--- config.mk ---
export PLATFORM = sky130hd
export DESIGN_NAME = mm_cmd_master
export DESIGN_NICKNAME = d
export VERILOG_FILES = /design/src/rtl/mm_cmd_pkg.sv /design/src/rtl/mm_cmd_resp_ser.sv /design/src/rtl/mm_cmd_master.sv
export SDC_FILE = /design/constraint.sdc
export NUM_CORES = 1
export LEC_CHECK = 0
export ABC_AREA = 1
export BUFFER_PORTS_ARGS = -buffer_cell sky130_fd_sc_hd__buf_2
export CORE_ASPECT_RATIO = 1.1
export CORE_MARGIN = 4
export CORE_UTILIZATION = 55
export CTS_BUF_LIST = sky130_fd_sc_hd__clkbuf_8 sky130_fd_sc_hd__clkbuf_16
export DETAILED_ROUTE_END_ITERATION = 8
export PLACE_DENSITY = 0.78
export SLEW_MARGIN = 25
export SYNTH_ARGS = -nofsm -noshare
export SYNTH_HDL_FRONTEND = slang
export SYNTH_SLANG_ARGS = --single-unit
--- constraint.sdc ---
create_clock -name clk -period 4.26 [get_ports clk]
set_clock_uncertainty 0.2 [all_clocks]
set_input_delay 0.213 -clock clk [delete_from_list [all_inputs] [get_ports clk]]
set_output_delay 0.213 -clock clk [all_outputs]
set_load 0.1 [all_outputs]
--- src/rtl/mm_cmd_pkg.sv ---
// ---------------------------------------------------------------------------
// mm_cmd_pkg
// Shared definitions for the byte-stream to Avalon-MM command bridge:
// command opcodes, response codes and the controller state encoding.
// ---------------------------------------------------------------------------
package mm_cmd_pkg;

  // Command opcodes, the first byte of every packet
  localparam logic [7:0] OP_WRITE  = 8'h01;
  localparam logic [7:0] OP_READ   = 8'h02;
  localparam logic [7:0] OP_RESET  = 8'h03;

  // Response codes, the first byte of every response
  localparam logic [7:0] RSP_WR    = 8'hA1;
  localparam logic [7:0] RSP_RD    = 8'hA2;
  localparam logic [7:0] RSP_RST   = 8'hA3;
  localparam logic [7:0] RSP_BADOP = 8'hEE;
  localparam logic [7:0] RSP_TMO   = 8'hEF;

  typedef enum logic [2:0] {
    IDLE     = 3'd0,
    ADDR     = 3'd1,
    WDATA    = 3'd2,
    WR_ISSUE = 3'd3,
    RD_ISSUE = 3'd4,
    RD_WAIT  = 3'd5,
    RSTP     = 3'd6,
    RESP     = 3'd7
  } state_t;

  // States in which the bridge is willing to take an RX byte
  function automatic logic is_rx_state(input state_t s);
    return (s == IDLE) || (s == ADDR) || (s == WDATA);
  endfunction

endpackage

--- src/rtl/mm_cmd_resp_ser.sv ---
// ---------------------------------------------------------------------------
// mm_cmd_resp_ser
// Response serializer. Loads a 1- or 5-byte response in one cycle and
// streams it out lowest byte first over a valid/ready byte interface.
//
// Ports
//   clk, rst     clock, asynchronous active-low reset
//   load_i       capture bytes_i and start streaming
//   len5_i       1: response is 5 bytes long, 0: 1 byte
//   bytes_i      response bytes, byte 0 in [7:0]
//   tx_data_o    current byte, held while tx_valid_o & ~tx_ready_i
//   tx_valid_o   byte valid
//   tx_ready_i   downstream accepts byte
//   done_o       pulses in the cycle the final byte is accepted
// ---------------------------------------------------------------------------
module mm_cmd_resp_ser (
  input  logic        clk,
  input  logic        rst,
  input  logic        load_i,
  input  logic        len5_i,
  input  logic [39:0] bytes_i,
  output logic [7:0]  tx_data_o,
  output logic        tx_valid_o,
  input  logic        tx_ready_i,
  output logic        done_o
);

  logic [39:0] shift_q;
  logic [2:0]  remain_q;
  logic        valid_q;

  // Shift register drains one byte per handshake; remain_q counts what is
  // still to be sent including the byte currently presented.
  always_ff @(posedge clk or negedge rst) begin
    if (!rst) begin
      shift_q  <= '0;
      remain_q <= '0;
      valid_q  <= 1'b0;
    end else if (load_i) begin
      shift_q  <= bytes_i;
      remain_q <= len5_i ? 3'd5 : 3'd1;
      valid_q  <= 1'b1;
    end else if (valid_q && tx_ready_i) begin
      shift_q  <= {8'h00, shift_q[39:8]};
      remain_q <= remain_q - 3'd1;
      if (remain_q == 3'd1) begin
        valid_q <= 1'b0;
      end
    end
  end

  assign tx_data_o  = shift_q[7:0];
  assign tx_valid_o = valid_q;
  assign done_o     = valid_q && tx_ready_i && (remain_q == 3'd1);

endmodule

--- src/rtl/mm_cmd_master.sv ---
// ---------------------------------------------------------------------------
// mm_cmd_master
// Byte-stream to Avalon-MM master bridge. Parses WRITE/READ/RESET command
// packets from an RX byte stream, issues single 32-bit MM transactions or a
// reset pulse to the slave, and returns a status byte (plus read data) on
// the TX byte stream.
//
// Optional feature: define MM_TIMEOUT_EN to bound the time spent waiting
// for the slave (TIMEOUT_CYCLES); without it the bridge waits forever.
//
// Ports
//   clk, rst          clock, asynchronous active-low reset
//   rx_data/valid     command byte in
//   rx_ready          byte accepted when rx_valid & rx_ready
//   tx_data/valid     response byte out, held until tx_ready
//   tx_ready          downstream accepts byte
//   mm_address        MM byte address
//   mm_read/mm_write  MM strobes, accepted when ~mm_waitrequest
//   mm_writedata      MM write data
//   mm_readdata       MM read data, qualified by mm_readdatavalid
//   mm_waitrequest    MM stall
//   mm_rst_out        active-high reset pulse to the slave
//   busy              high whenever the controller is not idle
// ---------------------------------------------------------------------------
module mm_cmd_master
  import mm_cmd_pkg::*;
#(
  parameter int RST_PULSE_CYCLES = 4,
  parameter int TIMEOUT_CYCLES   = 1024
) (
  input  logic        clk,
  input  logic        rst,
  input  logic [7:0]  rx_data,
  input  logic        rx_valid,
  output logic        rx_ready,
  output logic [7:0]  tx_data,
  output logic        tx_valid,
  input  logic        tx_ready,
  output logic [31:0] mm_address,
  output logic        mm_read,
  output logic        mm_write,
  output logic [31:0] mm_writedata,
  input  logic [31:0] mm_readdata,
  input  logic        mm_readdatavalid,
  input  logic        mm_waitrequest,
  output logic        mm_rst_out,
  output logic        busy
);

  state_t      state_q, state_d;
  logic [1:0]  cnt_q, cnt_d;
  logic [31:0] addr_q, addr_d;
  logic [31:0] wdata_q, wdata_d;
  logic        is_wr_q, is_wr_d;
  logic [31:0] pulse_q, pulse_d;
  logic        rx_ready_q, mm_read_q, mm_write_q, mm_rst_q, busy_q;

  logic        rx_fire;
  logic        ser_load, ser_len5, ser_done;
  logic [39:0] ser_bytes;
  logic        tmo_hit;

  assign rx_fire = rx_valid && rx_ready_q;

`ifdef MM_TIMEOUT_EN
  logic [31:0] tmo_q, tmo_d;

  // One counter covers the whole slave wait: it restarts only when an issue
  // state is entered, so RD_ISSUE and RD_WAIT share a single budget.
  always_comb begin
    tmo_d = tmo_q + 32'd1;
    if ((state_d == WR_ISSUE && state_q != WR_ISSUE) ||
        (state_d == RD_ISSUE && state_q != RD_ISSUE)) begin
      tmo_d = '0;
    end
  end

  always_ff @(posedge clk or negedge rst) begin
    if (!rst) begin
      tmo_q <= '0;
    end else begin
      tmo_q <= tmo_d;
    end
  end

  assign tmo_hit = ((state_q == WR_ISSUE) || (state_q == RD_ISSUE) ||
                    (state_q == RD_WAIT)) &&
                   (tmo_q == 32'(TIMEOUT_CYCLES - 1));
`else
  logic unused_tmo_cfg;
  assign unused_tmo_cfg = (TIMEOUT_CYCLES > 0);
  assign tmo_hit        = 1'b0;
`endif

  // Next-state logic. Address and write data shift in little-endian, so
  // after four bytes the first received byte sits in bits [7:0]. The
  // response is loaded into the serializer on the transition into RESP.
  // A slave acceptance always wins over a simultaneous timeout.
  always_comb begin
    state_d   = state_q;
    cnt_d     = cnt_q;
    addr_d    = addr_q;
    wdata_d   = wdata_q;
    is_wr_d   = is_wr_q;
    pulse_d   = pulse_q;
    ser_load  = 1'b0;
    ser_len5  = 1'b0;
    ser_bytes = '0;
    case (state_q)
      IDLE: begin
        if (rx_fire) begin
          cnt_d = 2'd0;
          if (rx_data == OP_WRITE || rx_data == OP_READ) begin
            state_d = ADDR;
            is_wr_d = (rx_data == OP_WRITE);
          end else if (rx_data == OP_RESET) begin
            state_d = RSTP;
            pulse_d = '0;
          end else begin
            state_d   = RESP;
            ser_load  = 1'b1;
            ser_bytes = {32'h0, RSP_BADOP};
          end
        end
      end
      ADDR: begin
        if (rx_fire) begin
          addr_d = {rx_data, addr_q[31:8]};
          cnt_d  = cnt_q + 2'd1;
          if (cnt_q == 2'd3) begin
            state_d = is_wr_q ? WDATA : RD_ISSUE;
          end
        end
      end
      WDATA: begin
        if (rx_fire) begin
          wdata_d = {rx_data, wdata_q[31:8]};
          cnt_d   = cnt_q + 2'd1;
          if (cnt_q == 2'd3) begin
            state_d = WR_ISSUE;
          end
        end
      end
      WR_ISSUE: begin
        if (!mm_waitrequest) begin
          state_d   = RESP;
          ser_load  = 1'b1;
          ser_bytes = {32'h0, RSP_WR};
        end else if (tmo_hit) begin
          state_d   = RESP;
          ser_load  = 1'b1;
          ser_bytes = {32'h0, RSP_TMO};
        end
      end
      RD_ISSUE: begin
        if (!mm_waitrequest) begin
          state_d = RD_WAIT;
        end else if (tmo_hit) begin
          state_d   = RESP;
          ser_load  = 1'b1;
          ser_bytes = {32'h0, RSP_TMO};
        end
      end
      RD_WAIT: begin
        if (mm_readdatavalid) begin
          state_d   = RESP;
          ser_load  = 1'b1;
          ser_len5  = 1'b1;
          ser_bytes = {mm_readdata, RSP_RD};
        end else if (tmo_hit) begin
          state_d   = RESP;
          ser_load  = 1'b1;
          ser_bytes = {32'h0, RSP_TMO};
        end
      end
      RSTP: begin
        if (pulse_q == 32'(RST_PULSE_CYCLES - 1)) begin
          state_d   = RESP;
          ser_load  = 1'b1;
          ser_bytes = {32'h0, RSP_RST};
        end else begin
          pulse_d = pulse_q + 32'd1;
        end
      end
      RESP: begin
        if (ser_done) begin
          state_d = IDLE;
        end
      end
      default: state_d = IDLE;
    endcase
  end

  // State and registered outputs. Every output flop is driven from the
  // next state, so strobes rise in the first cycle of their state and fall
  // in the first cycle after it, and everything reads 0 while in reset.
  always_ff @(posedge clk or negedge rst) begin
    if (!rst) begin
      state_q    <= IDLE;
      cnt_q      <= '0;
      addr_q     <= '0;
      wdata_q    <= '0;
      is_wr_q    <= 1'b0;
      pulse_q    <= '0;
      rx_ready_q <= 1'b0;
      mm_read_q  <= 1'b0;
      mm_write_q <= 1'b0;
      mm_rst_q   <= 1'b0;
      busy_q     <= 1'b0;
    end else begin
      state_q    <= state_d;
      cnt_q      <= cnt_d;
      addr_q     <= addr_d;
      wdata_q    <= wdata_d;
      is_wr_q    <= is_wr_d;
      pulse_q    <= pulse_d;
      rx_ready_q <= is_rx_state(state_d);
      mm_read_q  <= (state_d == RD_ISSUE);
      mm_write_q <= (state_d == WR_ISSUE);
      mm_rst_q   <= (state_d == RSTP);
      busy_q     <= (state_d != IDLE);
    end
  end

  mm_cmd_resp_ser u_ser (
    .clk        (clk),
    .rst        (rst),
    .load_i     (ser_load),
    .len5_i     (ser_len5),
    .bytes_i    (ser_bytes),
    .tx_data_o  (tx_data),
    .tx_valid_o (tx_valid),
    .tx_ready_i (tx_ready),
    .done_o     (ser_done)
  );

  assign rx_ready     = rx_ready_q;
  assign mm_read      = mm_read_q;
  assign mm_write     = mm_write_q;
  assign mm_rst_out   = mm_rst_q;
  assign mm_address   = addr_q;
  assign mm_writedata = wdata_q;
  assign busy         = busy_q;

endmodule
# Word level (Yosys, flattened, before mapping)
# Index checks and enable logic that the tools add are counted.
# word_totals
output_inout_bits	78
latch_bits	0
reg_bits	151
ramBits	0
memories	0
wordCells	105
rom_bits	0
input_bits	46
# classes
order_cmp	0
shifts	0
reduce_logical	20
n_div	0
n_eq_ne	23
bitwise	0
n_mul	0
n_addsub	3
muxes	45
# op_table
op	n
$pmux W40 S4	1
$mux W32	4
$mux W40	3
$pmux W32 S2	1
$mux W3	15
$mux W8	5
$add A32 B1 Y32 const B	1
$eq A32 B2 Y1 const B	1
$pmux W3 S8	1
$eq A3 B3 Y1 const B	6
$eq A8 B2 Y1 const B	2
$eq A3 B2 Y1 const B	4
$mux W1	11
$eq A3 B1 Y1 const B	3
$eq A8 B1 Y1 const B	1
$ne A2 B2 Y1 const B	4
$reduce_bool A2 Y1	4
$logic_not A3 Y1	2
$reduce_and A2 Y1	3
$reduce_and A3 Y1	2
$reduce_and A5 Y1	1
$mux W2	2
$pmux W1 S4	1
$pmux W2 S2	1
other kinds (8)	12

# Depth between registers and ports, before layout
# logic_depth
word_depth	8
mapped_depth	14
depth_no_buf	12

# Hierarchy
# Synthesis repeated with hierarchy kept, for this count alone.
# hier_totals
cells_unflattened	1012
area_unflattened_um2	7731.2
# by_module_without_submodules
mod	cells_per_inst	instances	seq_area_each_um2	area_each_um2
mm_cmd_master	768	1	2677.6	5656.7
mm_cmd_resp_ser	244	1	1101.1	2074.5

# Worst setup path before layout
# OpenSTA, ideal clock, no wires.
# synth_timing
path_kind	register to register
startpoint	register rx_ready_q (netlist: rx_ready)
endpoint	register addr_q[26] (netlist: mm_address[26])
setup_ns	0.122
path_slack_ns	1.775
period_less_slack_ns	2.485
t_arrival_ns	2.163
required_ns	3.938
path_stages_with_launch	8
path_buffers	2
path_cell_list	dfrtp_1 nand2_1 nor2_1 nand2_1 clkbuf_1 buf_2 nand2_1 nand2_1
# synth_between
elab_chain_cells	2
# synth_lines
element	line	text
start: declaration	mm_cmd_master.sv:56	logic rx_ready_q, mm_read_q, mm_write_q, mm_rst_q, busy_q;
start signal: assignment	mm_cmd_master.sv:217	rx_ready_q <= is_rx_state(state_d);
$logic_and A1 B1 Y1	mm_cmd_master.sv:63	assign rx_fire = rx_valid && rx_ready_q;
$reduce_and A2 Y1 (no source line)	n/a	
end signal: assignment	mm_cmd_master.sv:213	addr_q <= addr_d;
end: declaration	mm_cmd_master.sv:52	logic [31:0] addr_q, addr_d;
# No other way between the ends.
# A chain may end at the register's enable or synchronous reset.

# Final worst setup path
# layout_timing
startpoint	register state_q[0]
endpoint	register u_ser.shift_q[35]
# layout_between
elab_chain_cells	3
elab_cells_between_ends	8
cone_classes	3 x eq/ne; 3 x mux; 2 x reduce/logical
# layout_lines
element	line	text
start: declaration	mm_cmd_master.sv:50	state_t state_q, state_d;
start signal: assignment	mm_cmd_master.sv:211	state_q <= state_d;
$eq A3 B3 Y1 (tied with other cells)	mm_cmd_master.sv:109	case (state_q)
$pmux W40 S4 or $pmux W1 S4 (tied branches)	mm_cmd_master.sv:109	
$mux W40 or $reduce_bool A2 Y1 (tied branches)	n/a	
end signal: assignment	mm_cmd_resp_ser.sv:40	shift_q <= bytes_i;
end signal: assignment	mm_cmd_resp_ser.sv:44	shift_q <= {8'h00, shift_q[39:8]};
end: declaration	mm_cmd_resp_ser.sv:28	logic [39:0] shift_q;
# Parallel ways exist; a longest one is shown, timed or not.

==> qor.txt <==
Final period demand of the worst path = 3160 ps
Critical Setup Path Class = flip-flop to flip-flop
Tcrit/Tclk final = 0.741
Capturing point of the worst reg2reg path = u_ser.shift_q[35]
Global-route wire length before repair = 31.8 mm
Total length of routed wires = 18.8 mm
Worst setup slack after layout = 1100 ps
Hold Startpoint = mm_waitrequest
Setup slack, reg-to-reg = 1100 ps
Area of the die = 15600 sq um
Area of the core region = 13300 sq um
Longest Clk Path Bufs = 2
Half-perimeter wire length after placement = 12.3 mm
Total standard cell area after synthesis = 7530 sq um
Required @ worst endpoint = 4380 ps
Leakage = 4.80 nW
VDD IR max = 0.427 mV
Register area share after synthesis = 0.502
CP peak stage delay = 620 ps
Initial cell density of the core = 0.565
Syn-to-layout area delta = 22.7%
DR WL/cell = 14.4 microns
Flip-flop and latch count after synthesis = 151
Crit path capture type = flip-flop
Chip Height = 131 microns
Slowest-stage cell, CP = sky130_fd_sc_hd__nand3_2
Number of setup violations in the final report = 0
Buf/Inv on CP = 4
Vias = 6918
Maximum number of pins on one net before global-route repair = 86
CTS root buffer = sky130_fd_sc_hd__clkbuf_16
Endpoint arrival time on the critical path = 3280 ps
Status = complete, no violations
Nature of the critical path startpoint = flip-flop
Number of placed I/O pins = 124
Antenna-violating nets left = 0
Reg2reg path depth = 9
Count of unique library cells instantiated by Yosys = 28
Level count of the clock H-tree = 4
Router iterations before antenna repair = 5
Register Area = 3780 sq um
Port Buffer Count = 123
Max Fanout on Critical Path = 36
Max-cap viol count = 0
Kind of cell adding the most delay to the critical path = buffers and inverters
Antenna violations before repair = 1
Worst slew slack as a fraction of its limit = 0.493
CTS Buf Count = 17
Cell count of the worst hold path = 5
RSZ-0062 raised after global routing = no
Cells taking the most area after synthesis = sky130_fd_sc_hd__dfrtp_1, sky130_fd_sc_hd__nand2_1, sky130_fd_sc_hd__nand4_1, sky130_fd_sc_hd__o21ai_0, sky130_fd_sc_hd__inv_1
Vias in the first global route = 6638
Combined area of the multi-input logic cells = 3180 sq um
Final RePlAce weighted congestion = 0.934
Slew @ Worst Pin = 761 ps
Maximum clock rate = 317 MHz
Synth top area share = 0.502
Final layout net count = 1157
Row Count = 44
Floorplan die width = 120 microns
Total overflow reported by the global router = 0
Clk Latency, worst-skew pair = 430 ps
List of cells traversed by the critical path = inv_1 -> nor2_2 -> nand3_1 -> buf_4 -> inv_2 -> nor2_2 -> buf_4 -> nand3_2 -> o21ai_0
Final max-slew violation count = 0
Clock slew seen by the registers of the worst setup and hold paths = 60 ps
Reg-to-reg startpoint = state_q[0]
Number of nets produced by synthesis = 1014
Endpoints failing hold = 0
Worst Hold Endpoint = u_ser.shift_q[1]
Share of final-layout standard cells stronger than drive strength 1 = 0.179
Number of warnings printed during yosys synthesis = 0
Number of fill cells = 1067
Final-layout setup total negative slack = 0 ps
Number of vias per cell = 5.30
Worst slack at placement = 1170 ps
Min-Delay Path Class = primary input to flip-flop
Library cell occupying the most area in the post-synthesis netlist = sky130_fd_sc_hd__dfrtp_1
Mapped Avg Cell Area = 7.81 sq um
Post-route DRC = 0
Number of buffers added for setup after CTS = 0
GRT Total Usage = 0.253
Number of standard cells after synthesis = 964
Clock tree sinks = 151
Violation count after the first detailed-routing iteration = 634
Ratio of total power to cell area = 756 nW/um^2
Clock tree from TritonCTS = yes
-- layer usage --
metal	global-route usage	vias up	wire, microns
li1	-	3411	-
met1	0.328	3229	8280
met2	0.419	228	8920
met3	0.0469	48	975
met4	0.115	2	601
met5	0	-	7
-- stage by stage --
| stage | utilization | cell area (sq um) | power (W) | hold slack (ps) | cells |
|---|---|---|---|---|---|
| after floorplan | - | 7530 | 0.00483 | -283 | 964 |
| after global placement | 0.616 | 8200 | 0.00533 | 123 | 1231 |
| after detailed placement | 0.616 | 8200 | 0.00537 | 126 | 1231 |
| after CTS | 0.693 | 9240 | 0.00701 | 12.8 | 1304 |
| after global routing | 0.693 | 9240 | 0.00738 | 41.4 | 1304 |
| final | 0.694 | 9240 | 0.00699 | 26.2 | 1305 |
-- cells by family after synthesis --
| group | synth area share |
|---|---|
| DFF | 0.502 |
| and+or+nand+nor | 0.315 |
| xor gates and xnor gates | 0.0128 |
| muxes | 0.0179 |
| buffers and inverters | 0.0781 |
| AOI/OAI and AO/OA | 0.0681 |
| adders and majority gates | 0.00664 |
-- state kept, by name (all words and copies together), names as in the netlist --
name	flops
u_ser.tx_valid_o	1
u_ser.remain_q	3
mm_writedata	32
mm_rst_out	1
is_wr_q	1
cnt_q	2
mm_read	1
state_q	3
pulse_q	32
mm_address	32
rx_ready	1
u_ser.shift_q	40
busy	1
mm_write	1
-- cell usage after synthesis --
master                     number
sky130_fd_sc_hd__a21oi_1       13
sky130_fd_sc_hd__a21oi_2        1
sky130_fd_sc_hd__and3_1         1
sky130_fd_sc_hd__buf_1          1
sky130_fd_sc_hd__buf_2         11
sky130_fd_sc_hd__buf_4         17
sky130_fd_sc_hd__clkbuf_1      20
sky130_fd_sc_hd__dfrtp_1      151
sky130_fd_sc_hd__ha_1           4
sky130_fd_sc_hd__inv_1         82
sky130_fd_sc_hd__inv_2          5
sky130_fd_sc_hd__mux2_2        12
sky130_fd_sc_hd__nand2_1      335
sky130_fd_sc_hd__nand2_2        1
sky130_fd_sc_hd__nand3_1       44
sky130_fd_sc_hd__nand3_2        2
sky130_fd_sc_hd__nand3b_1       2
sky130_fd_sc_hd__nand4_1       66
sky130_fd_sc_hd__nor2_1        77
sky130_fd_sc_hd__nor2_2         4
sky130_fd_sc_hd__nor3_1        20
sky130_fd_sc_hd__o21ai_0       62
sky130_fd_sc_hd__o21ai_1       10
sky130_fd_sc_hd__o21ai_2        8
sky130_fd_sc_hd__o311ai_0       1
sky130_fd_sc_hd__or2_2          3
sky130_fd_sc_hd__xnor2_1        4
sky130_fd_sc_hd__xor2_1         7
-- power breakdown --
part / total, W / leakage, nW / switching [W] / internal (W)
clock: 0.00159 / 0.305 / 0.000631 / 0.000955
sequential: 0.00216 / 1.96 / 0.000309 / 0.00185
combinational: 0.00324 / 2.54 / 0.00263 / 0.000615
-- worst register-to-register path: stages (launching register included) --
cell and delay (ps):
sky130_fd_sc_hd__dfrtp_1 410, sky130_fd_sc_hd__inv_1 120, sky130_fd_sc_hd__nor2_2 90, sky130_fd_sc_hd__nand3_1 90, sky130_fd_sc_hd__buf_4 310, sky130_fd_sc_hd__inv_2 330, sky130_fd_sc_hd__nor2_2 180, sky130_fd_sc_hd__buf_4 330
sky130_fd_sc_hd__nand3_2 620, sky130_fd_sc_hd__o21ai_0 390
-- repair_timing --
item	CTS	global route
gates resized for setup	0	0
hold buffers	41	0
hold endpoints to repair	130	0
-- cell usage in the layout (no fill, tap or decap), types with 6 or more instances in the layout --
cell type and n:
sky130_fd_sc_hd__nor3_1 20, sky130_fd_sc_hd__nand3_1 44, sky130_fd_sc_hd__inv_1 82, sky130_fd_sc_hd__o21ai_1 10
sky130_fd_sc_hd__inv_6 6, sky130_fd_sc_hd__o21ai_2 8, sky130_fd_sc_hd__nand4_1 66, sky130_fd_sc_hd__clkbuf_16 17
sky130_fd_sc_hd__nor2_1 76, sky130_fd_sc_hd__o21ai_0 62, sky130_fd_sc_hd__buf_2 122, sky130_fd_sc_hd__dlygate4sd3_1 41
sky130_fd_sc_hd__a21oi_1 13, sky130_fd_sc_hd__buf_4 9, sky130_fd_sc_hd__dfrtp_1 151, sky130_fd_sc_hd__nand2_1 335
sky130_fd_sc_hd__mux2_2 12, sky130_fd_sc_hd__xor2_1 7
-- layout make-up --
cell class / count / share of cell area
multi-input combinational: 677 / 0.344
clock inverter: 14 / 0.0203
antenna: 1 / 0.000271
tap: 184 / 0.0249
clock buffer: 18 / 0.0475
timing repair buffer: 173 / 0.119
inverter: 87 / 0.0353
sequential: 151 / 0.409
-- worst max-delay path by stage --
| stage | start | end | depth (start not counted) |
|---|---|---|---|
| after global placement | state_q[0] | u_ser.shift_q[34] | 9 |
| after detailed placement | state_q[0] | u_ser.shift_q[1] | 9 |
| after global routing | state_q[0] | u_ser.shift_q[33] | 9 |
| after floorplan | rx_ready | mm_address[26] | 7 |
| final | state_q[0] | u_ser.shift_q[35] | 9 |
| after CTS | state_q[0] | u_ser.shift_q[35] | 9 |
No activity file was read; power rests on OpenSTA's default activity.
